`src/rtl/dispatch_cluster.sv`:
```
// ============================================================================
//  Module      : dispatch_cluster
//  Description : DP-deep micro-op FIFO that dispatches its head entry atomically
//                to one of NCH issue channels and the in-order commit queue.
//  Revision    : 1.0 - initial release
// ============================================================================
`default_nettype none

module dispatch_cluster #(
    parameter int DW  = 128,
    parameter int OW  = 72,
    parameter int NCH = 8,
    parameter int DP  = 8
) (
    input  logic                  CLK,
    input  logic                  RSTn,
    input  logic                  flush,
    input  logic                  rn_vaild,
    output logic                  rn_ready,
    input  logic [NCH-1:0]        rn_chn,
    input  logic [DW-1:0]         rn_info,
    input  logic [OW-1:0]         rn_order,
    output logic                  iOrder_vaild,
    input  logic                  iOrder_ready,
    output logic [OW-1:0]         iOrder_info,
    output logic [NCH-1:0]        issue_vaild,
    input  logic [NCH-1:0]        issue_ready,
    output logic [DW-1:0]         issue_info,
    output logic [$clog2(DP):0]   dispat_cnt
);

    localparam int AW = $clog2(DP);

    logic [AW:0]     r_wr_ptr;
    logic [AW:0]     r_rd_ptr;
    logic [NCH-1:0]  r_mem_chn   [DP];
    logic [DW-1:0]   r_mem_info  [DP];
    logic [OW-1:0]   r_mem_order [DP];

    logic            w_full;
    logic            w_head_valid;
    logic [NCH-1:0]  w_head_chn;
    logic [NCH-1:0]  w_chn_norm;
    logic            w_target_ok;
    logic            w_push;
    logic            w_fire;

    // Full when indices match but the wrap bits differ.
    assign w_full       = (r_wr_ptr[AW] != r_rd_ptr[AW]) &&
                          (r_wr_ptr[AW-1:0] == r_rd_ptr[AW-1:0]);
    assign w_head_valid = (r_wr_ptr != r_rd_ptr);
    assign rn_ready     = ~w_full;
    assign dispat_cnt   = r_wr_ptr - r_rd_ptr;

    // Two's-complement trick isolates the lowest set bit of a multi-hot target.
    assign w_chn_norm   = rn_chn & (~rn_chn + NCH'(1));

    assign w_head_chn   = w_head_valid ? r_mem_chn[r_rd_ptr[AW-1:0]]   : '0;
    assign issue_info   = w_head_valid ? r_mem_info[r_rd_ptr[AW-1:0]]  : '0;
    assign iOrder_info  = w_head_valid ? r_mem_order[r_rd_ptr[AW-1:0]] : '0;

    // A no-issue op (all-zero target) only needs the commit queue.
    assign w_target_ok  = (w_head_chn == '0) || ((w_head_chn & issue_ready) != '0);
    assign iOrder_vaild = w_head_valid & w_target_ok;
    assign issue_vaild  = w_head_chn & {NCH{w_head_valid & iOrder_ready}};

    assign w_fire       = w_head_valid & iOrder_ready & w_target_ok;
    assign w_push       = rn_vaild & ~w_full;

    always_ff @(posedge CLK or negedge RSTn) begin
        if (!RSTn) begin
            r_wr_ptr <= '0;
            r_rd_ptr <= '0;
        end else if (flush) begin
            r_wr_ptr <= '0;
            r_rd_ptr <= '0;
        end else begin
            if (w_push) begin
                r_wr_ptr <= r_wr_ptr + 1'b1;
            end
            if (w_fire) begin
                r_rd_ptr <= r_rd_ptr + 1'b1;
            end
        end
    end

    // Storage needs no reset: an entry is only visible once the pointers cover it.
    always_ff @(posedge CLK) begin
        if (w_push && !flush) begin
            r_mem_chn[r_wr_ptr[AW-1:0]]   <= w_chn_norm;
            r_mem_info[r_wr_ptr[AW-1:0]]  <= rn_info;
            r_mem_order[r_wr_ptr[AW-1:0]] <= rn_order;
        end
    end

endmodule

`default_nettype wire

```
`config.mk`:
```
export PLATFORM = sky130hd
export DESIGN_NAME = dispatch_cluster
export DESIGN_NICKNAME = d
export VERILOG_FILES = /design/src/rtl/dispatch_cluster.sv
export SDC_FILE = /design/constraint.sdc
export NUM_CORES = 1
export LEC_CHECK = 0
export BUFFER_PORTS_ARGS = -buffer_cell sky130_fd_sc_hd__buf_4
export CAP_MARGIN = 20
export CORE_ASPECT_RATIO = 0.7
export CORE_MARGIN = 2
export CORE_UTILIZATION = 54
export CTS_CLUSTER_SIZE = 28
export DETAILED_ROUTE_END_ITERATION = 10
export GPL_ROUTABILITY_DRIVEN = 0
export PLACE_DENSITY = 0.85
export SYNTH_ARGS = -nofsm -noshare
export SYNTH_HDL_FRONTEND = slang
export SYNTH_SLANG_ARGS = --single-unit
```
`constraint.sdc`:
```
create_clock -name CLK -period 15.3 [get_ports CLK]
set_input_delay 2.295 -clock CLK [delete_from_list [all_inputs] [get_ports CLK]]
set_output_delay 2.295 -clock CLK [all_outputs]
set_load 0.02 [all_outputs]
```
Word level (Yosys, flattened, before mapping). Memory sizes are Yosys's and may differ from the RTL's. Index checks and enable logic that the tools add are counted.

Word-level logic and storage cells: 38. Bits of input ports: 221. Output and inout port bits: 214. RAM bits: 1664. Memories: 3. Bits in registers: 8.

Add/sub/neg operators: 4. Muxes and demuxes: 9. Bitwise operators: 9. Equal/unequal tests: 3. Reductions and logical operators: 8.

Memory list: r_mem_info (words 8, bits a word 128, rd ports 1, clocked after memory_dff 0, write ports 1, line 37) `logic [DW-1:0] r_mem_info [DP];`; r_mem_order (words 8, bits a word 72, rd ports 1, clocked after memory_dff 0, write ports 1, line 38) `logic [OW-1:0] r_mem_order [DP];`; r_mem_chn (words 8, bits a word 8, rd ports 1, clocked after memory_dff 0, write ports 1, line 36) `logic [NCH-1:0] r_mem_chn [DP];`.

Operators by type and width (count): two-way mux 128 bit (1); two-way mux 72 bit (1); AND 8 bit (3); two-way mux 4 bit (4); adder 4 x 1 -> 4 bit (second input constant) (2); adder 8 x 1 -> 8 bit (second input constant) (1); logical NOT 8 bit (1); two-way mux 8 bit (1); inverter 8 bit (1); nonzero test 8 bit (1); AND 1 bit (4); inequality test 4 bit (1); nonzero test 2 bit (2); subtractor 4 bit (1); equality test 3 bit (1); logical AND 1 bit (2); two-way mux 1 bit (2); logical NOT 1 bit (1); logical OR 1 bit (1); inequality test 1 bit (1); inverter 1 bit (1).

Depth between registers and ports, before layout.
Word-level depth: 8. Depth in mapped cells: 12. Mapped depth without buffers: 9.

Worst setup path before layout. OpenSTA, ideal clock, no wires.

Path kind: input -> register. Start: input port flush. End: memory r_mem_chn[0][0] (enable). Path buffers: 1. Setup time: 1.031 ns. Required time: 14.269 ns. Arrival time: 16.717 ns. Path slack: -2.448 ns. Cell stages on the path: 4. Path through: clkbuf_1 > nor2_1 > nand2_1 > nor3_1.

Longest elaborated chain between the ends: 4.

RTL lines: start, declared (line 17) `input logic flush,`; logical NOT 1 bit (line 89) `if (w_push && !flush) begin`; logical AND 1 bit (line 89); two-way mux 1 bit (line 89); two-way mux 1 bit (not written as such) (line 90) `r_mem_chn[r_wr_ptr[AW-1:0]] <= w_chn_norm;`; end, declared (line 36).

Every way passes these cells.

Final worst setup path.
Start: register r_rd_ptr[2]. End: output port iOrder_vaild.

Longest elaborated chain between the ends: 6.

RTL lines: start, declared (line 35) `logic [AW:0] r_rd_ptr;`; start signal, assigned (line 82) `r_rd_ptr <= r_rd_ptr + 1'b1;`; memory (8 x 8 bit) or inequality test 4 bit (tied branches); two-way mux 8 bit (line 58) `assign w_head_chn = w_head_valid ? r_mem_chn[r_rd_ptr[AW-1:0]] : '0;`; AND 8 bit (line 63) `assign w_target_ok = (w_head_chn == '0) || ((w_head_chn & issue_ready) != '0);`; nonzero test 8 bit (line 63); logical OR 1 bit (line 63); AND 1 bit (*) (line 64) `assign iOrder_vaild = w_head_valid & w_target_ok;`; end, declared (line 23) `output logic iOrder_vaild,`.

Every way passes the cells marked *; elsewhere a longest branch is shown, timed or not.

==> metrics <==
total CTS buffers 152; Clock Pin Slew Worst Setup and Hold Paths 0.06 ns; fmax 0.1166 GHz; aggregate global routing overflow 0; Worst-Margin Slew 1.374 ns; Seq pwr share 48.3%; status complete, no violations; critical path data required time 13.01 ns; reg2reg end r_mem_info[7][123]; power share of the combinational group 17.8%; Max H-tree Level 4; Routed WL 143600 µm; initial DRC count 3397; Final nets 3690; crit path max fanout 165; TritonCTS Sinks 1672; via count 31720; via/cell ratio 6.151; Final Hold Fails 0; all-layer global routing usage 23.94%; Root Buffer clkbuf_16; RSZ-0062 raised after global routing no; sequential area share after synthesis 78.99%; input/output buffers 434; DPL Wire Length 75100 µm; Post-DRT Antenna Nets 0; slew margin rel. 8.376%; number of global-route vias before repair 32980; Initial Util 54.32%; VDD IR max 0.0001178 V; I/O pins 435; first-pass GRT wire length 210900 µm; reg2reg path depth 12; Critical path destination iOrder_vaild; critical path type reg -> out; core area 116900 µm²; clock latency on the worst-skew pair 0.77 ns; largest net degree at the start of global routing 176; initial antenna violation count 28; drt drc 0; worst reg-to-reg setup slack 8.94 ns; setup bufs post-CTS 0; top_reg_cell synth edfxtp_1; worst hold slack 0.5681 ns; crit share post-route 56.08%; part of the power in the clock network 33.9%; die width 413.9 µm; final setup margin 6.720 ns; max-cap violations 0; min cycle time layout 8.580 ns; FFs w/ async S/R, synth 0.4785%; Area Overhead vs Synth 15.52%; largest area contributor in the netlist edfxtp_1; switch share 25.74%; synthesized flop and latch total 1672; Lkg Pwr 0.02353 µW; Yosys top cell area share 78.67%; Clock Path Buffers 3; R2R Path Start r_rd_ptr[2]; Syn. warnings 0; total power draw 10650 µW; CTS tree built; clock skew 0.02673 ns; number of unique standard cell types used by synthesis 45; Arr. time, crit path 6.28 ns; share of layout cells above drive strength 1 31.09%; Mapped Nets 3214; crit path from r_rd_ptr[2]; die area 120400 µm²; internal power 7908 µW; ranking of synthesized cells by area edfxtp_1, mux4_2, nand2_1; count of final setup violators 0; post-synth design cell area 63510 µm²; WL/cell 27.84 µm; DRT Pass-1 Iters 5; Hold Crit Class reg -> reg; switching power 2742 µW; Fill cells 7528; Mapped Cells 2987; Slew Limit Fails 0; pwr/cell area 145.2 nW/µm²; die height 290.9 µm; Syn Area/Cell 21.26 µm²; Post-synth EDFFs 1664; row count 105; setup TNS 0 ns; Crit. End Element output port; post_cts resized 0; CP Launch Type flip-flop; CTS Hold Bufs 0; Setup Slack @ Placement 7.591 ns
-- cell type report --
cell class | instances | area (µm²) | share of cell area (%)
flip-flops and latches | 1672 | 50180 | 68.39
multi-input cells | 1142 | 12700 | 17.30
clock buffers | 198 | 4061 | 5.535
repair buffers | 485 | 3749 | 5.109
well taps | 1551 | 1941 | 2.645
clock inverters | 79 | 653.1 | 0.8902
diodes | 19 | 47.55 | 0.06480
inverters | 10 | 45.04 | 0.06139
-- metrics by stage --
| stage | utilization [%] | cells | cell area [µm²] |
|---|---|---|---|
| floorplan | - | 2987 | 63520 |
| global placement | 58.64 | 4858 | 68560 |
| detailed placement | 58.65 | 4859 | 68580 |
| CTS | 62.69 | 5136 | 73300 |
| global route | 62.74 | 5150 | 73360 |
| finish | 62.75 | 5156 | 73370 |
-- power by group through the flow --
stage          logic [µW]  clock network (µW)  registers [µW]
3_5_place_dp         1900                   0            5240
5_1_grt              2020                3850            5140
4_1_cts              1920                3680            5140
3_3_place_gp         1870                   0            5230
6_report             1900                3610            5140
2_1_floorplan        1230                   0            5230
-- critical path, cell delays in order (launching register included) --
cell	delay, ns
dfrtp_4	0.41
buf_12	0.58
inv_8	0.51
ha_1	0.52
nand3_1	0.16
nor2_4	0.12
buf_4	0.59
buf_4	0.80
a2111oi_1	0.15
nor3_1	0.37
a211oi_4	0.15
nor2_1	0.44
buf_4	0.24
-- logic make-up (layout without fill, tap and decap cells) --
kind of cell             Yosys count  in the layout  share of synthesized area, %
flip-flops                      1672           1672                         78.99
other                              0             19                             0
AO/OA/AOI/OAI                    227            227                         1.911
multiplexers                     431            431                         14.79
buffers and inverters            173            772                         1.143
adder cells (fa/ha/maj)            6              6                        0.1300
AND/OR/NAND/NOR                  472            472                         2.961
XOR/XNOR                           6              6                       0.08275
-- registers in the layout, summed over array words and instances (netlist names) --
signal,count
r_mem_chn,64
r_mem_info,1024
r_mem_order,576
r_rd_ptr,4
r_wr_ptr,4
-- cells in the final DEF, fill, tap and decap left out, types with 6 or more instances in the layout --
| master | n |
|---|---|
| buf_4 | 477 |
| nand2_1 | 408 |
| nand2b_1 | 6 |
| inv_1 | 9 |
| clkbuf_16 | 156 |
| a21oi_1 | 205 |
| clkbuf_1 | 42 |
| clkinv_1 | 30 |
| buf_12 | 7 |
| diode_2 | 19 |
| mux2i_1 | 21 |
| nand3_1 | 7 |
| a22oi_1 | 9 |
| mux4_2 | 404 |
| clkinv_2 | 24 |
| nor2_1 | 13 |
| nor2_4 | 7 |
| edfxtp_1 | 1664 |
-- per-layer routing --
layer	track usage [%]	part of all wire [%]	vias to the layer above
li1	-	-	13170
met1	32.45	38	16670
met2	37.81	50	1577
met3	5.778	8.4	289
met4	9.712	3.5	16
met5	0	0.078	-
-- synth_stat cells, drive strengths merged, types with 2 or more instances --
cell,count
o21ai,2
dfrtp,8
or3,2
mux4,404
a21oi,205
a2111oi,2
nand3,7
mux2,5
edfxtp,1664
buf,50
nand4,3
xor2,3
inv,10
xnor2,3
nor2b,5
nor3,6
o22ai,2
a2111o,2
nand2,408
nor2,21
nor3b,4
mux2i,22
and2,4
clkbuf,113
ha,5
nand2b,6
a22oi,9
-- how the worst min path moves through the flow --
stage | endpoint | start | slack (ns) | cells after the start
2_1_floorplan | r_wr_ptr[3] | r_wr_ptr[3] | 0.53 | 2
3_3_place_gp | r_wr_ptr[3] | r_wr_ptr[3] | 0.55 | 2
3_5_place_dp | r_wr_ptr[3] | r_wr_ptr[3] | 0.56 | 2
4_1_cts | r_wr_ptr[3] | r_wr_ptr[3] | 0.57 | 2
5_1_grt | r_wr_ptr[3] | r_wr_ptr[3] | 0.59 | 2
6_report | r_wr_ptr[3] | r_wr_ptr[3] | 0.57 | 2
No activity file was read; power rests on OpenSTA's default activity.
